[src/rtl/irq_port_ctrl.sv]
// irq_port_ctrl: conditions the asynchronous interrupt line and input bus
// for the CPU. Synchronises both, debounces the interrupt, counts accepted
// events in a saturating pending counter (with sticky overflow), and drives
// a level int_sig that drops on acknowledge and stays low for a guard gap so
// every request reaches the CPU as a fresh rising edge.
module irq_port_ctrl #(
  parameter int SYNC_STAGES = 2,
  parameter int DEBOUNCE    = 4,
  parameter int GAP_CYCLES  = 2
) (
  input  logic       clk,
  input  logic       rstn,
  input  logic       irq_in,
  input  logic [7:0] in_raw,
  input  logic       int_en,
  input  logic       int_ack,
  input  logic       ovf_clr,
  output logic       int_sig,
  output logic [7:0] I_Port,
  output logic [1:0] pend_cnt,
  output logic       ovf
);

  localparam logic [3:0] DEB_LIMIT = 4'(DEBOUNCE);
  localparam logic [2:0] GAP_LOAD  = 3'(GAP_CYCLES);

  typedef enum logic [1:0] {
    ST_IDLE = 2'd0,
    ST_REQ  = 2'd1,
    ST_GAP  = 2'd2
  } state_t;

  // Stage 0 is the first capture flop; stage SYNC_STAGES-1 is the safe output.
  logic [SYNC_STAGES-1:0]       irq_sync_q, irq_sync_d;
  logic [SYNC_STAGES-1:0][7:0]  in_sync_q, in_sync_d;
  logic [3:0]                   dcnt_q, dcnt_d;
  logic [1:0]                   pend_q, pend_d;
  logic                         ovf_q, ovf_d;
  state_t                       state_q, state_d;
  logic [2:0]                   gap_q, gap_d;
  logic                         int_sig_q, int_sig_d;

  logic irq_s;
  logic event_s;
  logic valid_ack_s;
  logic ovf_set_s;

  assign irq_s       = irq_sync_q[SYNC_STAGES-1];
  assign valid_ack_s = int_ack & (state_q == ST_REQ);

  // Shift both synchroniser chains by one stage per clock.
  always_comb begin
    irq_sync_d = {irq_sync_q[SYNC_STAGES-2:0], irq_in};
    in_sync_d  = {in_sync_q[SYNC_STAGES-2:0], in_raw};
  end

  // Debounce: count consecutive synchronised-high cycles, fire once on reaching the limit.
  always_comb begin
    dcnt_d  = dcnt_q;
    event_s = 1'b0;
    if (irq_s) begin
      if (dcnt_q != DEB_LIMIT) begin
        dcnt_d = dcnt_q + 4'd1;
      end else begin
        dcnt_d = dcnt_q;
      end
      event_s = (dcnt_q == (DEB_LIMIT - 4'd1));
    end else begin
      dcnt_d = 4'd0;
    end
  end

  // Pending counter and sticky overflow; a simultaneous event and ack cancel out.
  always_comb begin
    pend_d    = pend_q;
    ovf_set_s = 1'b0;
    if (event_s && !valid_ack_s) begin
      if (pend_q == 2'd3) begin
        pend_d    = pend_q;
        ovf_set_s = 1'b1;
      end else begin
        pend_d = pend_q + 2'd1;
      end
    end else if (valid_ack_s && !event_s) begin
      if (pend_q != 2'd0) begin
        pend_d = pend_q - 2'd1;
      end else begin
        pend_d = pend_q;
      end
    end else begin
      pend_d = pend_q;
    end

    if (ovf_set_s) begin
      ovf_d = 1'b1;
    end else if (ovf_clr) begin
      ovf_d = 1'b0;
    end else begin
      ovf_d = ovf_q;
    end
  end

  // Request FSM next state; the ack takes priority over a dropped enable in REQ.
  always_comb begin
    state_d = state_q;
    gap_d   = gap_q;
    case (state_q)
      ST_IDLE: begin
        gap_d = 3'd0;
        if ((pend_q != 2'd0) && int_en) begin
          state_d = ST_REQ;
        end else begin
          state_d = ST_IDLE;
        end
      end
      ST_REQ: begin
        if (valid_ack_s) begin
          state_d = ST_GAP;
          gap_d   = GAP_LOAD;
        end else if (!int_en) begin
          state_d = ST_IDLE;
        end else begin
          state_d = ST_REQ;
        end
      end
      ST_GAP: begin
        if (gap_q <= 3'd1) begin
          state_d = ST_IDLE;
          gap_d   = 3'd0;
        end else begin
          state_d = ST_GAP;
          gap_d   = gap_q - 3'd1;
        end
      end
      default: begin
        state_d = ST_IDLE;
        gap_d   = 3'd0;
      end
    endcase
  end

  // Output decode from the next state so int_sig is a clean flop output.
  always_comb begin
    int_sig_d = (state_d == ST_REQ);
  end

  // Datapath flops: synchronisers, debounce counter, pending counter, overflow.
  always_ff @(posedge clk or negedge rstn) begin
    if (!rstn) begin
      irq_sync_q <= '0;
      in_sync_q  <= '0;
      dcnt_q     <= 4'd0;
      pend_q     <= 2'd0;
      ovf_q      <= 1'b0;
    end else begin
      irq_sync_q <= irq_sync_d;
      in_sync_q  <= in_sync_d;
      dcnt_q     <= dcnt_d;
      pend_q     <= pend_d;
      ovf_q      <= ovf_d;
    end
  end

  // FSM state register, gap counter and registered request output.
  always_ff @(posedge clk or negedge rstn) begin
    if (!rstn) begin
      state_q   <= ST_IDLE;
      gap_q     <= 3'd0;
      int_sig_q <= 1'b0;
    end else begin
      state_q   <= state_d;
      gap_q     <= gap_d;
      int_sig_q <= int_sig_d;
    end
  end

  assign int_sig  = int_sig_q;
  assign I_Port   = in_sync_q[SYNC_STAGES-1];
  assign pend_cnt = pend_q;
  assign ovf      = ovf_q;

endmodule

[config.mk]
export PLATFORM = sky130hd
export DESIGN_NAME = irq_port_ctrl
export DESIGN_NICKNAME = d
export VERILOG_FILES = /design/src/rtl/irq_port_ctrl.sv
export SDC_FILE = /design/constraint.sdc
export NUM_CORES = 1
export LEC_CHECK = 0
export CORE_UTILIZATION = 49
export CTS_CLUSTER_SIZE = 40
export DETAILED_ROUTE_END_ITERATION = 16
export GPL_TIMING_DRIVEN = 1
export PLACE_DENSITY = 0.78
export SLEW_MARGIN = 20
export SYNTH_ARGS = -nofsm -noshare
export SYNTH_HDL_FRONTEND = slang
export SYNTH_SLANG_ARGS = --single-unit
export TNS_END_PERCENT = 30
[constraint.sdc]
create_clock -name clk -period 1.7 [get_ports clk]
set_clock_uncertainty 0.05 [all_clocks]
set_input_delay 0.34 -clock clk [delete_from_list [all_inputs] [get_ports clk]]
set_output_delay 0.34 -clock clk [all_outputs]
set_load 0.01 [all_outputs]
==> results.toml <==
[pwr]
p_switching_w = 0.000544
pwr-share-clk = 0.226
p_leak_nw = 0.748
switching_share = 0.294
p_comb_frac = 0.296
seq_power_share = 0.478
p_total_w = 0.00185
p_int_w = 0.00130
powerDensity_mw_per_mm2 = 1140
irDropWorstVdd_v = 0.000735

[synth]
synth_compound_area_frac = 0.0874
synth_edf_count = 0
synth_area_leaders = "dfrtp_1, ha_1, o21ai_0"
synth-adder-area-share = 0.0926
synth-main-ff-cell = "dfrtp_1"
synth_most_common_cell = "dfrtp_1"
synth_top_area_share = 0.638
synthMuxAreaShare = 0.0340
yosys.area_share.simple = 0.119
ys_ff_latch = 31
ys_types = 25
synth_top_family_by_area = "simple AND/OR/NAND/NOR gates"
syn-num-nets = 114
syn-instance-count = 91
syn_avg_cell_area_sq_um = 13.4
yosysWarnings = 0
synthTopCellsByCount = "dfrtp_1, ha_1, o21ai_0"
netlist.top_cell.by_area = "dfrtp_1"
synth-async-reset-ratio = 1.00
seq_area_frac_synth = 0.638
synth_xor_area_frac = 0.00720
synth_area_sq_mm = 0.00122

[clock_network]
cts_buffers = 5
clock_path_buffers = 2
cts_tree = "yes"
clk_pin_slew_worst_paths_ns = 0.09
h-tree-depth = 2
clockRootBuffer = "clkbuf_4"
cts_sinks = 31
insertion_delay_ns = 0.32
hold_buffers = 0

[timing]
rsz0062_at_grt = "no"
drv_slew = 0
whs_ns = 0.297
fmax_mhz = 621
period_needed_ns = 1.61
tightest_slew_ns = 0.377
finalSetupViolCount = 0
setup_ws_ns = 0.0900
relSlewSlack = 0.749
finalCritPeriodShare = 0.947
hold_viol_final = 0

[setup_path]
critPathLaunchType = "flop"
cp_slowest_stage_delay_ns = 0.41
cp.depth = 6
path_cells = "ha_1, nor4bb_4, ha_1, nor2_1, mux2i_1, o31a_1"
crit_family = "adder cells"
cp_common_cell = "ha_1"
path_buf_inv = 0
crit_type = "flop to flop"
path_max_fanout = 5
cp.required_ns = 1.87
cp.arrival_ns = 1.78
slowest_stage = "dfrtp_1"
reg2reg_depth = 6
end_kind = "flop"

[die]
start_util = 0.534
core-area_sq_mm = 0.00228
die_w_um = 51.8
die_h_um = 51.8
pin_count = 26
rows = 17
die_area_sq_mm = 0.00269

[global_route]
grt_util_met1 = 0.211
grt_max_degree = 32
grtUsageTotal = 0.170
antenna_found_initial = 0
grt_first_pass_wirelength_um = 3070
grt_pass1_vias = 743
grt_util_met2 = 0.239
gr-usage-met3 = 0.0673
grt_overflow = 0
busiest_layer = "met2"

[layout]
multi_input_area_sq_um = 429
drive_gt1_frac = 0.140
final-seq-area_sq_um = 776
antenna_cells = 0
area_growth_pct = 32.9
fin_nets = 152
fin_area_sq_mm = 0.00162
fillCellCount = 160

[placed_design]
post-place-ws_ns = -0.0559
port_buffers = 25
place_area_sq_mm = 0.00154
gp_congestion = 0.811
dp_hpwl_um = 1330

[drt]
wl_per_cell_um = 11.7
viasPerCell = 4.94
ant_nets = 0
drcViolationCount = 0
firstDrtPassIters = 4
drtIter0Drc = 3
num_vias = 776
wirelength_um = 1830

[worst_hold_path]
hold_depth = 0
hp-class = "flop to flop"

[outcome]
status = "finished, final reports clean"

[job]
cap_violations = 0
## final cells by class
cell class	instances	area share
Inverter	7	0.0163
Timing Repair Buffer	31	0.182
Clock buffer	6	0.0317
Clock inverter	1	0.00310
Multi-Input combinational cell	53	0.265
Tap cell	28	0.0217
Sequential cell	31	0.480
## metrics by stage
| stage | util | TNS [ns] | std cells |
|---|---|---|---|
| CTS | 0.704 | 0 | 157 |
| finish | 0.710 | 0 | 157 |
| global placement | 0.676 | 0 | 149 |
| detailed placement | 0.676 | -0.0761 | 149 |
| global route | 0.710 | 0 | 157 |
| floorplan | - | 0 | 91 |
## routing by layer
metal | vias up | wire length [um]
met2 | 27 | 832
met1 | 361 | 809
met4 | 0 | 57
met5 | - | 0
li1 | 381 | -
met3 | 7 | 135
## cell usage in the layout, fill, tap and decap left out, drive strengths merged
cell type | synthesis | routed
inv | 7 | 7
o2bb2ai | 1 | 1
dlygate4sd2 | 0 | 1
o21ba | 1 | 1
buf | 0 | 6
clkinv | 0 | 1
nand3 | 3 | 3
nor2b | 4 | 4
o22ai | 1 | 1
o31a | 1 | 1
and2 | 1 | 1
nand3b | 1 | 1
nand2 | 5 | 5
nor4bb | 1 | 1
mux2 | 1 | 1
and3b | 1 | 1
nand2b | 3 | 3
xnor2 | 1 | 1
nand4b | 1 | 1
a31oi | 1 | 1
dfrtp | 31 | 31
a21oi | 2 | 2
clkdlybuf4s50 | 0 | 24
mux2i | 3 | 3
ha | 9 | 9
nor2 | 3 | 3
clkbuf | 0 | 6
o21ai | 9 | 9
## path summary, 6_finish.rpt
path / startpoint / end / slack (ns)
setup / recovery: dcnt_q[0] / pend_cnt[0] / 0.09
hold / removal: in_sync_d[12] / I_Port[4] / 0.30
setup reg to reg: dcnt_q[0] / pend_cnt[0] / 0.09
hold reg to reg: in_sync_d[12] / I_Port[4] / 0.30
max in group asynchronous: rstn / I_Port[5] / 0.97
min in group asynchronous: rstn / gap_q[0] / 0.34
## cell families after synthesis
group	count (synthesis)
flip-flops	31
AND/OR/NAND/NOR	23
AO/OA/AOI/OAI	16
adder cells (fa/ha/maj)	9
buffers and inverters	7
multiplexers	4
XOR/XNOR	1
## registers in the layout (all words and copies together) (netlist names)
signal,cells
I_Port,8
dcnt_q,4
gap_q,3
in_sync_d,8
int_sig,1
irq_sync_q,2
ovf,1
pend_cnt,2
state_q,2
## worst register-to-register path, stage by stage, from the launching register on
cell	delay (ns)
dfrtp_1	0.41
ha_1	0.23
nor4bb_4	0.16
ha_1	0.36
nor2_1	0.12
mux2i_1	0.08
o31a_1	0.10
## timing repair
action	4_1_cts	5_1_grt
setup buffers	1	0
pin swaps	0	1
gates resized for setup	1	2
setup endpoints to repair	2	1
cloned	0	0
## power by group through the flow
stage / logic (W) / registers, W / clock network [W]
after global placement: 0.000515 / 0.000905 / 0
after floorplan: 0.000287 / 0.000924 / 0
after global routing: 0.000624 / 0.000900 / 0.000460
final: 0.000547 / 0.000884 / 0.000418
after detailed placement: 0.000531 / 0.000912 / 0
after CTS: 0.000553 / 0.000885 / 0.000442
No activity file was read; power rests on OpenSTA's default activity.
